$ cat src/rtl/score_display_scanner_if.sv
// Score / 7-segment scan bus between the score source, the scanner and the shared Seg7Decoder.
interface score_display_scanner_if #(
  parameter int SCORE_WIDTH = 8
);
  logic [SCORE_WIDTH-1:0] SCORE_IN;
  logic                   SCORE_VALID;
  logic                   BUSY;
  logic [1:0]             STROBE_COUNT;
  logic [3:0]             SEG_SELECT_OUT;
  logic [3:0]             BIN_OUT;

  modport master (
    output SCORE_IN, SCORE_VALID,
    input  BUSY, STROBE_COUNT, SEG_SELECT_OUT, BIN_OUT
  );

  modport slave (
    input  SCORE_IN, SCORE_VALID,
    output BUSY, STROBE_COUNT, SEG_SELECT_OUT, BIN_OUT
  );
endinterface

$ cat src/rtl/score_display_scanner.sv
// Sequential double-dabble BCD converter plus 4-digit time-multiplexed scan for one shared Seg7Decoder.
// Optional: define LEADING_ZERO_BLANK_EN to blank leading-zero digit slots above slot 0.
module score_display_scanner #(
  parameter int SCORE_WIDTH = 8,
  parameter int REFRESH_DIV = 100000
) (
  input logic                    CLK,
  input logic                    RESET,
  score_display_scanner_if.slave bus
);
  localparam int SRW = 16 + SCORE_WIDTH;
  localparam int CW  = $clog2(SCORE_WIDTH + 1);
  localparam int RW  = (REFRESH_DIV > 1) ? $clog2(REFRESH_DIV) : 1;
  localparam logic [RW-1:0] REF_LAST = RW'(REFRESH_DIV - 1);
  localparam logic [CW-1:0] CNT_INIT = CW'(SCORE_WIDTH);

  typedef enum logic [1:0] {IDLE, CONVERT, COMMIT} state_t;

  state_t                 state, state_nxt;
  logic [SRW-1:0]         sreg, sreg_adj;
  logic [CW-1:0]          bit_cnt;
  logic                   pend_vld;
  logic [SCORE_WIDTH-1:0] pend_val;
  logic [3:0][3:0]        digits;
  logic [RW-1:0]          ref_cnt;
  logic [1:0]             slot;
  logic                   load_new, load_pend, commit, busy;
  logic [3:0]             blank;

  always_ff @(posedge CLK or negedge RESET) begin
    if (!RESET) state <= IDLE;
    else        state <= state_nxt;
  end

  always_comb begin
    state_nxt = state;
    unique case (state)
      IDLE:    if (bus.SCORE_VALID) state_nxt = CONVERT;
      CONVERT: if (bit_cnt == CW'(1)) state_nxt = COMMIT;
      COMMIT:  state_nxt = (bus.SCORE_VALID || pend_vld) ? CONVERT : IDLE;
      default: state_nxt = IDLE;
    endcase
  end

  // A fresh strobe on the COMMIT cycle beats any older pending value.
  always_comb begin
    load_new  = 1'b0;
    load_pend = 1'b0;
    commit    = 1'b0;
    busy      = 1'b0;
    unique case (state)
      IDLE:    load_new = bus.SCORE_VALID;
      CONVERT: busy = 1'b1;
      COMMIT: begin
        busy      = 1'b1;
        commit    = 1'b1;
        load_new  = bus.SCORE_VALID;
        load_pend = !bus.SCORE_VALID && pend_vld;
      end
      default: ;
    endcase
  end

  always_comb begin
    sreg_adj = sreg;
    for (int n = 0; n < 4; n++)
      if (sreg[SCORE_WIDTH+4*n +: 4] >= 4'd5)
        sreg_adj[SCORE_WIDTH+4*n +: 4] = sreg[SCORE_WIDTH+4*n +: 4] + 4'd3;
  end

  always_ff @(posedge CLK or negedge RESET) begin
    if (!RESET) begin
      sreg     <= '0;
      bit_cnt  <= '0;
      pend_vld <= 1'b0;
      pend_val <= '0;
      digits   <= '0;
    end else begin
      if (load_new) begin
        sreg    <= {16'b0, bus.SCORE_IN};
        bit_cnt <= CNT_INIT;
      end else if (load_pend) begin
        sreg    <= {16'b0, pend_val};
        bit_cnt <= CNT_INIT;
      end else if (state == CONVERT) begin
        sreg    <= sreg_adj << 1;
        bit_cnt <= bit_cnt - 1'b1;
      end
      // Digits only change here, as a whole, so no partial value is ever displayed.
      if (commit) begin
        digits   <= sreg[SRW-1 -: 16];
        pend_vld <= 1'b0;
      end else if (state == CONVERT && bus.SCORE_VALID) begin
        pend_vld <= 1'b1;
        pend_val <= bus.SCORE_IN;
      end
    end
  end

  always_ff @(posedge CLK or negedge RESET) begin
    if (!RESET) begin
      ref_cnt <= '0;
      slot    <= 2'd0;
    end else if (ref_cnt == REF_LAST) begin
      ref_cnt <= '0;
      slot    <= slot + 2'd1;
    end else begin
      ref_cnt <= ref_cnt + 1'b1;
    end
  end

`ifdef LEADING_ZERO_BLANK_EN
  always_comb begin
    blank[0] = 1'b0;
    blank[3] = (digits[3] == 4'd0);
    blank[2] = blank[3] && (digits[2] == 4'd0);
    blank[1] = blank[2] && (digits[1] == 4'd0);
  end
`else
  assign blank = 4'b0000;
`endif

  assign bus.BUSY           = busy;
  assign bus.STROBE_COUNT   = slot;
  assign bus.SEG_SELECT_OUT = blank[slot] ? 4'b1111 : ~(4'b0001 << slot);
  assign bus.BIN_OUT        = blank[slot] ? 4'h0 : digits[slot];
endmodule

$ cat src/flat_wrapper.sv
// flat-port wrapper written by rule: the top's interface ports become plain ports
module score_display_scanner_flat 
#(
  parameter int SCORE_WIDTH = 8,
  parameter int REFRESH_DIV = 100000
)
  (CLK, RESET, bus_SCORE_IN, bus_SCORE_VALID, bus_BUSY, bus_STROBE_COUNT, bus_SEG_SELECT_OUT, bus_BIN_OUT);
  score_display_scanner_if #(.SCORE_WIDTH(SCORE_WIDTH)) bus_i ();
  input logic CLK;
  input logic RESET;
  input wire logic [$bits(bus_i.SCORE_IN)-1:0] bus_SCORE_IN;
  input wire logic [$bits(bus_i.SCORE_VALID)-1:0] bus_SCORE_VALID;
  output wire logic [$bits(bus_i.BUSY)-1:0] bus_BUSY;
  output wire logic [$bits(bus_i.STROBE_COUNT)-1:0] bus_STROBE_COUNT;
  output wire logic [$bits(bus_i.SEG_SELECT_OUT)-1:0] bus_SEG_SELECT_OUT;
  output wire logic [$bits(bus_i.BIN_OUT)-1:0] bus_BIN_OUT;
  assign bus_i.SCORE_IN = bus_SCORE_IN;
  assign bus_i.SCORE_VALID = bus_SCORE_VALID;
  assign bus_BUSY = bus_i.BUSY;
  assign bus_STROBE_COUNT = bus_i.STROBE_COUNT;
  assign bus_SEG_SELECT_OUT = bus_i.SEG_SELECT_OUT;
  assign bus_BIN_OUT = bus_i.BIN_OUT;
  score_display_scanner #(.SCORE_WIDTH(SCORE_WIDTH), .REFRESH_DIV(REFRESH_DIV)) u_core (.CLK(CLK), .RESET(RESET), .bus(bus_i));
endmodule
$ cat config.mk
export PLATFORM = sky130hd
export DESIGN_NAME = score_display_scanner_flat
export DESIGN_NICKNAME = d
export VERILOG_FILES = /design/src/rtl/score_display_scanner_if.sv /design/src/rtl/score_display_scanner.sv /design/src/flat_wrapper.sv
export SDC_FILE = /design/constraint.sdc
export NUM_CORES = 1
export LEC_CHECK = 0
export ABC_AREA = 1
export BUFFER_PORTS_ARGS = -buffer_cell sky130_fd_sc_hd__buf_2
export CELL_PAD_IN_SITES_DETAIL_PLACEMENT = 1
export CELL_PAD_IN_SITES_GLOBAL_PLACEMENT = 1
export CORE_MARGIN = 1
export CORE_UTILIZATION = 45
export CTS_CLUSTER_DIAMETER = 40
export CTS_CLUSTER_SIZE = 30
export DETAILED_ROUTE_END_ITERATION = 10
export PLACE_DENSITY_LB_ADDON = 0.1
export SYNTH_ARGS = -nofsm -noshare
export SYNTH_HDL_FRONTEND = slang
export SYNTH_SLANG_ARGS = --single-unit
$ cat constraint.sdc
create_clock -name CLK -period 3.34 [get_ports CLK]
set_input_delay 0.167 -clock CLK [delete_from_list [all_inputs] [get_ports CLK]]
set_output_delay 0.167 -clock CLK [all_outputs]
set_load 0.02 [all_outputs]
; ---- Yosys cells after proc, flatten, opt, wreduce, memory -nomap -nowiden
; Cells that the tools add are included.
[totals]
regBits = 74
latch_bits = 0
ram_bits = 0
romBits = 0
inputBits = 11
output_inout_bits = 11
word_cells = 70
mem_count = 0
[classes]
add_sub_neg = 7
multipliers = 0
div = 0
order_cmp = 5
eq_ne = 6
n_shift = 1
mux = 27
bitwise = 2
reduce_logical = 11
[ops]
columns = op, n
row1 = 24-bit 2-to-1 mux, 3
row2 = 4-bit 2-to-1 mux, 9
row3 = "17-bit by 1-bit adder with 17-bit output, second input constant", 1
row4 = "17-bit equality test, second input constant", 1
row5 = 17-bit 2-to-1 mux, 1
row6 = "4-bit by 3-bit greater-or-equal comparator with 1-bit output, second input constant", 4
row7 = "4-bit by 2-bit adder with 4-bit output, second input constant", 3
row8 = 4-bit binary-select mux with 2-bit select, 1
row9 = 1-bit 2-to-1 mux, 8
row10 = 2-bit one-hot mux with 3 select lines, 1
row11 = "4-bit by 1-bit equality test with 1-bit output, second input constant", 1
row12 = 2-bit 2-to-1 mux, 2
row13 = 4-bit NOT, 1
row14 = 2-bit AND reduction, 2
row15 = 2-bit OR reduction, 2
row16 = "1-bit by 2-bit << shifter with 4-bit output, first input constant", 1
row17 = "4-bit by 1-bit subtractor with 4-bit output, second input constant", 1
row18 = "3-bit by 2-bit adder with 3-bit output, second input constant", 1
row19 = "2-bit by 3-bit less-than comparator with 1-bit output, second input constant", 1
row20 = 3-bit 2-to-1 mux, 1
row21 = 3-bit nonzero test, 1
row22 = "2-bit by 1-bit adder with 2-bit output, second input constant", 1
row23 = 1-bit binary-select mux with 2-bit select, 1
row24 = "2-bit by 1-bit equality test with 1-bit output, second input constant", 1
row25 = other kinds (9), 10

; ---- Longest topological paths before layout
[logic_depth]
depth_word = 5
ltp_mapped = 11
mapped_depth_nobuf = 9

; ---- Worst setup path after synthesis
; OpenSTA, ideal clock, no wires.
[synth_path]
path_type = register to register
startpoint = register u_core.state[0]
endpoint = register u_core.sreg[13]
setup_ps = 74
arrival_time_ps = 1475
t_required_ps = 3266
slack_ps = 1791
path_stages_with_launch = 12
n_path_buf = 2
period_less_slack_ps = 1549
path_cell_list = dfrtp_1 -> inv_1 -> ha_1 -> inv_2 -> nand2_2 -> nand2_2 -> buf_6 -> nand3_4 -> inv_2 -> buf_6 -> nand2_1 -> o21ai_2
[synth_via]
elab_chain_cells = 4
word_cells_on_any_way = 9
classes_between = eq/ne (2) / mux (4) / reduce/logical (3)
[synth_lines]
columns = element, line
row1 = from (decl), score_display_scanner.sv:19  ; state_t state, state_nxt;
row2 = from (signal assigned), score_display_scanner.sv:32  ; else state <= state_nxt;
row3 = 2-bit equality test / 2-bit logical NOT (equally long branches), score_display_scanner.sv:51  ; unique case (state)
row4 = 2-bit OR reduction (no source line) / 1-bit 2-to-1 mux (equally long branches), --
row5 = 1-bit 2-to-1 mux / 24-bit 2-to-1 mux (equally long branches), "score_display_scanner.sv:51, score_display_scanner.sv:82"
row6 = 3-bit nonzero test (no source line) / 24-bit 2-to-1 mux (equally long branches), --
row7 = to (signal assigned), score_display_scanner.sv:80  ; sreg <= {16'b0, bus.SCORE_IN};
row8 = to (signal assigned), score_display_scanner.sv:83  ; sreg <= {16'b0, pend_val};
row9 = to (signal assigned), score_display_scanner.sv:86  ; sreg <= sreg_adj << 1;
row10 = to (decl), score_display_scanner.sv:20  ; logic [SRW-1:0] sreg, sreg_adj;
; Several ways; a longest one is shown, not always the timed one.
; A chain may end at the register's enable or synchronous reset.

; ---- Worst setup path in the final report
[layout_path]
startpoint = register u_core.state[0]
endpoint = register u_core.sreg[7]
; Same word-level chain as after synthesis.

==> results_dict.tcl <==
set metrics [dict create \
    status "completed" \
    syn_to_final_growth_pct 10.3 \
    p_sw_frac 0.371 \
    start_util 0.469 \
    rows 33 \
    syn_area_sq_um 3870 \
    worstPathMaxFanout 35 \
    cp-end-kind "register" \
    finalSetupViolCount 0 \
    htree_levels 3 \
    seq_area_sq_um 1850 \
    netlist_instances 488 \
    dr_total_vias 3191 \
    root_buffer "clkbuf_8" \
    synth_top_cell_area_share 0.478 \
    antenna_found_initial 0 \
    port_buffers 21 \
    regToRegSetupSlack_ns 0.99 \
    gr-total-overflow 0 \
    worstMarginPinSlew_ns 0.942 \
    viasPerCell 5.14 \
    wl_um 9200 \
    p_leak_nw 2.14 \
    finalSetupTns_ns 0 \
    skew_ns 0.00942 \
    synth_compound_area_frac 0.0988 \
    cts.sink_count 74 \
    synth_top_family_by_area "simple AND/OR/NAND/NOR gates" \
    multi_input_area_sq_um 1720 \
    p_int_mw 1.71 \
    synthAdderAreaFrac 0.0614 \
    cts_tree "yes" \
    slew_viol_final 0 \
    antenna_cells 0 \
    period_share 0.703 \
    post_cts_resized 0 \
    finalNetCount 542 \
    grt_pass1_vias 3362 \
    arrival_ns 2.63 \
    drtIter0Drc 139 \
    mappedNetlistNets 518 \
    avgSynthCellArea_sq_um 7.94 \
    slew_headroom 0.372 \
    cp-start-kind "register" \
    post-place-cells 605 \
    reg2reg_to "u_core.sreg[7]" \
    synth_xor_area_frac 0.0249 \
    dp_hpwl_um 6610 \
    drc 0 \
    grt_pass1_wl_um 15800 \
    finalNonFillerCells 621 \
    hold_end "u_core.pend_val[2]" \
    ir_worst_vdd_mv 0.376 \
    ys_types 28 \
    hold_violations 0 \
    insertion_delay_ns 0.35 \
    synthTopCellsByArea "dfrtp_1, nand2_1, o21ai_0" \
    hp-start "bus_SCORE_IN[2]" \
    grt_max_degree 75 \
    crit-reg2reg-launch "u_core.state[0]" \
    rsz0062_at_grt "no" \
    ys_ff_latch 74 \
    r2r_cells 9 \
    p_sw_mw 1.01 \
    hold_path.class "primary input to register" \
    max-clock-path-buffers 2 \
    cts_buffers 9 \
    antenna_left 0 \
    coreArea_sq_um 8260 \
    fmax_mhz 426 \
    p_per_area_nw_per_um2 636 \
    clk_transition_reported_paths_ns 0.08 \
    ios 22 \
    drive_gt1_frac 0.0969 \
    muxShareOfSynthArea 0 \
    path_class "register to register" \
    wl_per_cell_um 14.8 \
    drv_cap 0 \
    holdPathStages 3 \
    p_clk_frac 0.278 \
    synth_area_leader_cell "dfrtp_1" \
    yosysSeqAreaShare 0.478 \
    post_cts_buffers 0 \
    die_h_um 94.8 \
    required_ns 3.62 \
    yosys.area_share.simple 0.258 \
    gr-usage-all-layers 0.231 \
    nFillCells 1064 \
    hold_ws_ns 0.0922 \
    yosys_warnings 0 \
    pwr-share-comb 0.295 \
    sequentialPowerShare 0.427 \
    firstDrtPassIters 4 \
    die_w_um 94.8 \
    period_needed_ns 2.35 \
    die_area_sq_um 8980 \
    gp_congestion 0.828 \
]
## critical path, stage by stage, from the launching register on
cell and delay, ns:
dfrtp_1 0.39, inv_1 0.08, ha_1 0.25, inv_2 0.41, nand2_2 0.13, nand2_2 0.24
nand3_4 0.25, inv_2 0.32, nand2_1 0.11, nand2_1 0.09
## power groups by stage
| stage | logic (mW) | registers, mW | clock network [mW] |
|---|---|---|---|
| 2_1_floorplan | 0.636 | 1.14 | 0 |
| 3_3_place_gp | 0.769 | 1.17 | 0 |
| 3_5_place_dp | 0.816 | 1.17 | 0 |
| 4_1_cts | 0.823 | 1.16 | 0.776 |
| 5_1_grt | 0.929 | 1.18 | 0.814 |
| 6_report | 0.802 | 1.16 | 0.756 |
## state kept, by name, indices dropped and copies added, names as in the netlist
name / cells
u_core.bit_cnt: 4
u_core.bus.STROBE_COUNT: 2
u_core.digits: 16
u_core.pend_val: 8
u_core.pend_vld: 1
u_core.ref_cnt: 17
u_core.sreg: 24
u_core.state: 2
## per-stage QoR
stage / worst slack, ns / power, mW / util / instance area [sq um]
floorplan: 1.79 / 1.78 / - / 3870
global placement: 1.13 / 1.94 / 0.491 / 4060
detailed placement: 0.987 / 1.99 / 0.491 / 4060
CTS: 0.963 / 2.76 / 0.518 / 4270
global route: 0.748 / 2.92 / 0.518 / 4270
finish: 0.991 / 2.72 / 0.518 / 4270
## cells by family after synthesis
logic type / after synthesis
AND/OR/NAND/NOR: 237
buffers and inverters: 76
AO/OA/AOI/OAI: 71
adder cells (fa/ha/maj): 19
flip-flops: 74
XOR/XNOR: 11
## layer usage
layer | vias to the layer above | part of all wire | track usage
met1 | 1556 | 0.49 | 0.303
met3 | 8 | 0.021 | 0.0338
met4 | 0 | 0.014 | 0.0909
met2 | 44 | 0.47 | 0.382
li1 | 1583 | - | -
met5 | - | 0 | 0
## Yosys cell counts
| cell type | number |
|---|---|
| nand2_1 | 139 |
| dfrtp_1 | 74 |
| inv_1 | 61 |
| o21ai_0 | 57 |
| nor2_1 | 45 |
| nand3_1 | 40 |
| ha_1 | 19 |
| xor2_1 | 10 |
| o22ai_1 | 7 |
| clkbuf_1 | 4 |
| inv_2 | 4 |
| nand2_2 | 3 |
| nand4_1 | 3 |
| o21ai_2 | 3 |
| buf_2 | 2 |
| buf_6 | 2 |
| clkinv_1 | 2 |
| nand3_4 | 2 |
| o211ai_1 | 2 |
| a21oi_1 | 1 |
| and2_0 | 1 |
| buf_4 | 1 |
| nand3_2 | 1 |
| nand3b_1 | 1 |
| nor2_2 | 1 |
| nor3_1 | 1 |
| o21bai_1 | 1 |
| xnor2_1 | 1 |
## cells in the final DEF, fill, tap and decap left out
master,netlist,layout
and2_0,1,1
buf_2,2,20
ha_1,19,19
buf_4,1,1
dfrtp_1,74,74
o211ai_1,2,2
xor2_1,10,10
nor2_2,1,1
inv_2,4,4
nand3b_1,1,1
clkinv_1,2,2
clkinv_2,0,3
nor3_1,1,1
nand2_1,139,139
clkinvlp_4,0,1
dlygate4sd3_1,0,1
o21ai_2,3,3
nand4_1,3,3
xnor2_1,1,1
bufinv_16,0,2
nor2_1,45,45
a21oi_1,1,1
inv_1,61,61
o21ai_0,57,57
nand3_2,1,1
o21bai_1,1,1
nand3_1,40,40
nand2_2,3,3
nand3_4,2,2
clkbuf_8,0,9
o22ai_1,7,7
## worst max-delay path by stage
stage / from / to / slack [ns]
2_1_floorplan: u_core.state[0] / u_core.sreg[13] / 1.79
3_3_place_gp: u_core.state[0] / u_core.sreg[0] / 1.13
3_5_place_dp: u_core.state[0] / u_core.sreg[0] / 0.99
4_1_cts: u_core.state[0] / u_core.sreg[0] / 0.96
5_1_grt: u_core.state[0] / u_core.sreg[20] / 0.75
6_report: u_core.state[0] / u_core.sreg[7] / 0.99
## final cells by class
class | instances | share of cell area
inverters | 67 | 0.0588
multi-input cells | 338 | 0.401
flip-flops and latches | 74 | 0.433
repair buffers | 22 | 0.0275
well taps | 105 | 0.0307
clock inverters | 6 | 0.0193
clock buffers | 9 | 0.0290
## what timing repair did
item / in CTS / in global routing
endpoints found under the hold margin: 36 / 0
hold buffers: 1 / 0
endpoints found under the setup margin: 0 / 0
(Power assumes the default switching activity.)
